## config.mk

```make
export PLATFORM = sky130hd
export DESIGN_NAME = acc_chain_sequencer_flat
export DESIGN_NICKNAME = d
export VERILOG_FILES = /design/src/rtl/acc_chain_if.sv /design/src/rtl/acc_chain_sequencer.sv /design/src/flat_wrapper.sv
export SDC_FILE = /design/constraint.sdc
export NUM_CORES = 1
export LEC_CHECK = 0
export ABC_CLOCK_PERIOD_IN_PS = 4140
export BUFFER_PORTS_ARGS = -buffer_cell sky130_fd_sc_hd__buf_2
export CORE_MARGIN = 3
export CORE_UTILIZATION = 45
export CTS_CLUSTER_DIAMETER = 40
export DETAILED_ROUTE_END_ITERATION = 6
export PLACE_DENSITY = 0.66
export SLEW_MARGIN = 20
export SYNTH_ARGS = -nofsm -noshare
export SYNTH_HDL_FRONTEND = slang
export SYNTH_SLANG_ARGS = --single-unit
export TNS_END_PERCENT = 50
```

## constraint.sdc

```tcl
create_clock -name clk -period 4.14 [get_ports clk]
set_clock_uncertainty 0.05 [all_clocks]
set_input_delay 0.414 -clock clk [delete_from_list [all_inputs] [get_ports clk]]
set_output_delay 0.414 -clock clk [all_outputs]
set_load 0.03 [all_outputs]
```

## src/rtl/acc_chain_if.sv

```systemverilog
// acc_chain_if: operand input stream and result output stream of the accumulation sequencer
interface acc_chain_if #(parameter int N = 8);
  logic         in_valid;
  logic [N-1:0] in_data;
  logic         in_ready;
  logic         out_valid;
  logic [N-1:0] out_data;
  logic         out_ready;
  modport master (output in_valid, in_data, out_ready, input in_ready, out_valid, out_data);
  modport slave (input in_valid, in_data, out_ready, output in_ready, out_valid, out_data);
endinterface

```

## src/rtl/acc_chain_sequencer.sv

```systemverilog
// acc_chain_sequencer: sequences one add/multiply accumulation job over len operand beats
module acc_chain_sequencer #(
  parameter int N = 8,
  parameter int CNT_W = 8
) (
  input  logic             clk,
  input  logic             reset,
  input  logic             start,
  input  logic [CNT_W-1:0] len,
  input  logic             mode,
  acc_chain_if.slave       bus,
  output logic             busy,
  output logic             overflow
);
  typedef enum logic [1:0] {IDLE, ACCUM, HOLD} state_t;
  state_t           state, state_nx;
  logic [N-1:0]     acc;
  logic [CNT_W-1:0] count;
  logic             mode_q;
  logic             fire;
  logic [N:0]       sum;
  logic [2*N-1:0]   prod;
  assign fire = (state == ACCUM) && bus.in_valid;
  assign sum = (N+1)'(acc) + (N+1)'(bus.in_data);
  assign prod = (2*N)'(acc) * (2*N)'(bus.in_data);
  assign bus.in_ready = (state == ACCUM);
  assign bus.out_valid = (state == HOLD);
  assign bus.out_data = acc;
  assign busy = (state != IDLE);
  // state register
  always_ff @(posedge clk)
    state <= reset ? IDLE : state_nx;
  // next state: a zero-length job goes straight to HOLD to present the identity value
  always_comb begin
    state_nx = state;
    case (state)
      IDLE:    state_nx = start ? ((len != '0) ? ACCUM : HOLD) : IDLE;
      ACCUM:   state_nx = (fire && count == CNT_W'(1)) ? HOLD : ACCUM;
      HOLD:    state_nx = bus.out_ready ? IDLE : HOLD;
      default: state_nx = IDLE;
    endcase
  end
  // accumulator, beat counter and sticky overflow
  always_ff @(posedge clk) begin
    if (reset) begin
      acc      <= N'(1);
      count    <= '0;
      overflow <= 1'b0;
      mode_q   <= 1'b0;
    end else if (state == IDLE && start) begin
      mode_q   <= mode;
      acc      <= N'(mode);
      overflow <= 1'b0;
      count    <= len;
    end else if (fire) begin
      acc      <= mode_q ? prod[N-1:0] : sum[N-1:0];
      overflow <= overflow | (mode_q ? |prod[2*N-1:N] : sum[N]);
      count    <= count - CNT_W'(1);
    end
  end
endmodule
```

## src/flat_wrapper.sv

```systemverilog
// flat-port wrapper written by rule: the top's interface ports become plain ports
module acc_chain_sequencer_flat 
#(
  parameter int N = 8,
  parameter int CNT_W = 8
)
  (clk, reset, start, len, mode, busy, overflow, bus_in_valid, bus_in_data, bus_out_ready, bus_in_ready, bus_out_valid, bus_out_data);
  acc_chain_if #(.N(N)) bus_i ();
  input  logic clk;
  input  logic reset;
  input  logic start;
  input  logic [CNT_W-1:0] len;
  input  logic mode;
  output logic busy;
  output logic overflow;
  input wire logic [$bits(bus_i.in_valid)-1:0] bus_in_valid;
  input wire logic [$bits(bus_i.in_data)-1:0] bus_in_data;
  input wire logic [$bits(bus_i.out_ready)-1:0] bus_out_ready;
  output wire logic [$bits(bus_i.in_ready)-1:0] bus_in_ready;
  output wire logic [$bits(bus_i.out_valid)-1:0] bus_out_valid;
  output wire logic [$bits(bus_i.out_data)-1:0] bus_out_data;
  assign bus_i.in_valid = bus_in_valid;
  assign bus_i.in_data = bus_in_data;
  assign bus_i.out_ready = bus_out_ready;
  assign bus_in_ready = bus_i.in_ready;
  assign bus_out_valid = bus_i.out_valid;
  assign bus_out_data = bus_i.out_data;
  acc_chain_sequencer #(.N(N), .CNT_W(CNT_W)) u_core (.clk(clk), .reset(reset), .start(start), .len(len), .mode(mode), .bus(bus_i), .busy(busy), .overflow(overflow));
endmodule
```

==> reports/results.txt <==
Post-synth EDFFs = 0
Reg-to-reg startpoint = u_core.bus.out_data[6]$_SDFFE_PP0P_
First-pass GRT wire length = 14400 um
Die X = 92 um
Largest fanout on the critical path = 4
Sequential-to-total area share from yosys stat = 12.0%
Routed WL = 8560 um
Total number of vias = 3038
Initial antenna violation count = 0
Clock transition at the registers of the reported paths = 0.07 ns
P_leak = 2.01 nW
Kind of critical path = register to register
Fin. Hold Viols = 0
Met1 Track Usage GR = 29.0%
Met2 GRT Util = 34.7%
Crit-path cells = and2_1 -> fa_1 -> inv_2 -> fa_2 -> fa_1 -> fa_2 -> inv_1 -> ha_4 -> and3_1 -> a21oi_2 -> nand4_1 -> a31o_1 -> a21oi_1 -> xnor2_1 -> a31oi_1
Worst relative slew slack = 58.6%
F_max = 242 MHz
Async SR Flop Fraction = 0%
Die height = 92 um
Pre-antenna DRT Iters = 5
Filler cells = 645
Reg2reg setup slack = 0.005 ns
DRC Markers = 0
Vias in the first global route = 3080
Gr ovfl total = 0
Syn-to-layout area delta = 27.5%
Routing usage on met3 = 2.54%
Status = complete, no violations
Clk root buf = clkbuf_8
Worst-skew pair later-pin latency = 0.26 ns
Total global-route track usage = 20.7%
RR Endpoint = u_core.overflow$_SDFFE_PP0P_
Synthesized cell area = 3330 um2
Min-Delay Path Class = primary input to register
Worst reg2reg path depth = 15
Total Power = 0.773 mW
Commonest non-fill, non-tap cell in the layout = inv_1
Synth Area per Inst = 8.16 um2
Min-Delay Path Depth = 3
Pwr/cell area = 182 nW/um2
Placement row count = 30
Worst setup path endpoint = u_core.overflow$_SDFFE_PP0P_
DP HPWL = 6720 um
Period Utilization, post-route = 99.9%
Number of port buffers = 33
Peak supply drop = 0.000248 V
RePlAce Congestion = 0.839
CTS max path bufs = 2
Largest net degree at the start of global routing = 19
Post-synth net total = 513
Vias/cell = 5.23
Gate Count Post-Synth = 408
Post-synth cell types = 50
Die area = 8460 um2
Crit-path slowest cell = fa_1
Most frequent cells in the layout = 61 x inv_1, 43 x nand2_1, 43 x buf_4, 35 x ha_1, 34 x fa_1
Initial Utilization = 47.7%
CP Capture Type = register
Setup-failing EPs final = 0
Final min period = 4.13 ns
Violation count after the first detailed-routing iteration = 131
Max-Cap Viols = 0
IO Count = 34
TritonCTS clock tree = built
CTS Sinks = 20
Core area = 6980 um2
Synth Flop Type = dfxtp_1
Final #Nets = 591
Grt peak-use layer = met2
Average wire per standard cell = 14.7 um
Num CTS Buffers = 3
Max-slew violation count = 0
Crit path largest cell delay = 0.55 ns
Startpoint types = register
Worst Tran Pin Value = 0.622 ns
WP data required = 4.23 ns
Fin Hold WS = 0.350 ns
Post-synthesis register bit count = 20
Critical path arrival = 4.23 ns
Synthesis Warnings = 0
H-tree Lvls = 1
Diode count = 0
Layout cell share with drive strength beyond 1 = 27.6%
Crit path launch = u_core.bus.out_data[6]$_SDFFE_PP0P_
Unrepaired setup endpoints after global routing = yes
Post-DRT Antenna Nets = 0
[synth_stat cells (2+ instances only)]
library cell,n,area share [%]
buf_2,3,0.45
nor3_1,9,1.4
o211ai_1,3,0.68
inv_1,69,7.8
o21ai_1,8,1.2
nor2b_1,6,1.1
mux2i_1,2,0.60
nor4_1,5,0.94
fa_1,37,22
ha_1,46,17
a21oi_1,18,2.7
nor2_1,29,3.3
dfxtp_1,20,12
and2_1,35,6.6
o2111ai_1,2,0.53
o21a_1,2,0.45
and3_1,2,0.38
xnor2_1,12,3.2
a22oi_1,2,0.45
clkbuf_1,4,0.45
nand3_1,6,0.90
a221oi_1,5,1.3
a21oi_2,2,0.53
o21ai_0,8,1.2
o31ai_1,2,0.45
a211oi_1,2,0.45
a31oi_1,2,0.38
nand2_1,45,5.1
[worst min path at each step]
stage / startpoint / end / slack (ns)
3_5_place_dp: u_core.count[5]$_SDFFE_PP0P_ / u_core.count[5]$_SDFFE_PP0P_ / 0.44
5_1_grt: mode / u_core.mode_q$_SDFFE_PP0P_ / 0.36
3_3_place_gp: u_core.count[5]$_SDFFE_PP0P_ / u_core.count[5]$_SDFFE_PP0P_ / 0.43
6_report: len[7] / u_core.count[7]$_SDFFE_PP0P_ / 0.35
2_1_floorplan: u_core.count[5]$_SDFFE_PP0P_ / u_core.count[5]$_SDFFE_PP0P_ / 0.42
4_1_cts: len[7] / u_core.count[7]$_SDFFE_PP0P_ / 0.35
[critical path, delay by kind of cell, from the launching register on]
family                     cells  cell delay [ns]
and+or+nand+nor                3             0.44
buffers and inverters          2             0.10
xor gates and xnor gates       1             0.13
adders and majority gates      5             2.26
AOI/OAI and AO/OA              4             0.65
DFF                            1             0.37
[timing repair]
item / in CTS / in global routing
hold buffers: 0 / 0
pin swaps: 32 / 9
setup buffers: 9 / 1
endpoints found under the setup margin: 1 / 1
resized for setup: 27 / 14
[sequential cells by signal, summed over array words and instances, names as in the netlist]
| register | flops |
|---|---|
| u_core.overflow | 1 |
| u_core.state | 2 |
| u_core.mode_q | 1 |
| u_core.bus.out_data | 8 |
| u_core.count | 8 |
[layout make-up]
cell class | count | area (um2) | area share [%]
Clock inverter | 1 | 3.75 | 0.0885
Tap cell | 96 | 120 | 2.83
Multi-Input combinational cell | 311 | 2850 | 67.1
Inverter | 70 | 263 | 6.19
Sequential cell | 20 | 425 | 10.0
Clock buffer | 3 | 41.3 | 0.973
Timing Repair Buffer | 80 | 542 | 12.8
[cells by family (layout without fill, tap and decap cells)]
| logic type | Yosys count | after routing | share of synthesized area [%] |
|---|---|---|---|
| AND/OR/NAND/NOR | 144 | 144 | 21.1 |
| adder cells (fa/ha/maj) | 83 | 83 | 39.5 |
| buffers and inverters | 77 | 154 | 8.80 |
| AO/OA/AOI/OAI | 69 | 69 | 14.5 |
| flip-flops | 20 | 20 | 12.0 |
| XOR/XNOR | 13 | 13 | 3.42 |
| multiplexers | 2 | 2 | 0.602 |
[per-layer routing]
layer,part of all wire (%),routed length (um)
met1,47,4040
met5,0,0
met2,48,4130
met3,3.9,337
met4,0.65,56
[per-stage QoR]
step | cell area [um2] | cells | TNS [ns] | setup WS [ns] | utilization, %
2_1_floorplan | 3400 | 408 | 0 | 0.0190 | -
3_3_place_gp | 3930 | 567 | -0.282 | -0.282 | 56.2
3_5_place_dp | 3930 | 567 | -0.332 | -0.332 | 56.2
4_1_cts | 4150 | 580 | -0.0168 | -0.0168 | 59.4
5_1_grt | 4240 | 581 | -0.195 | -0.195 | 60.8
6_report | 4240 | 581 | 0 | 0.00503 | 60.8
[where the power goes]
| part | switching (mW) | total, mW | internal [mW] | leakage (nW) |
|---|---|---|---|---|
| registers | 0.0206 | 0.224 | 0.204 | 0.169 |
| logic | 0.222 | 0.420 | 0.198 | 1.81 |
| clock network | 0.0628 | 0.129 | 0.0661 | 0.0231 |
| total | 0.305 | 0.773 | 0.468 | 2.01 |
(Power assumes the default switching activity.)
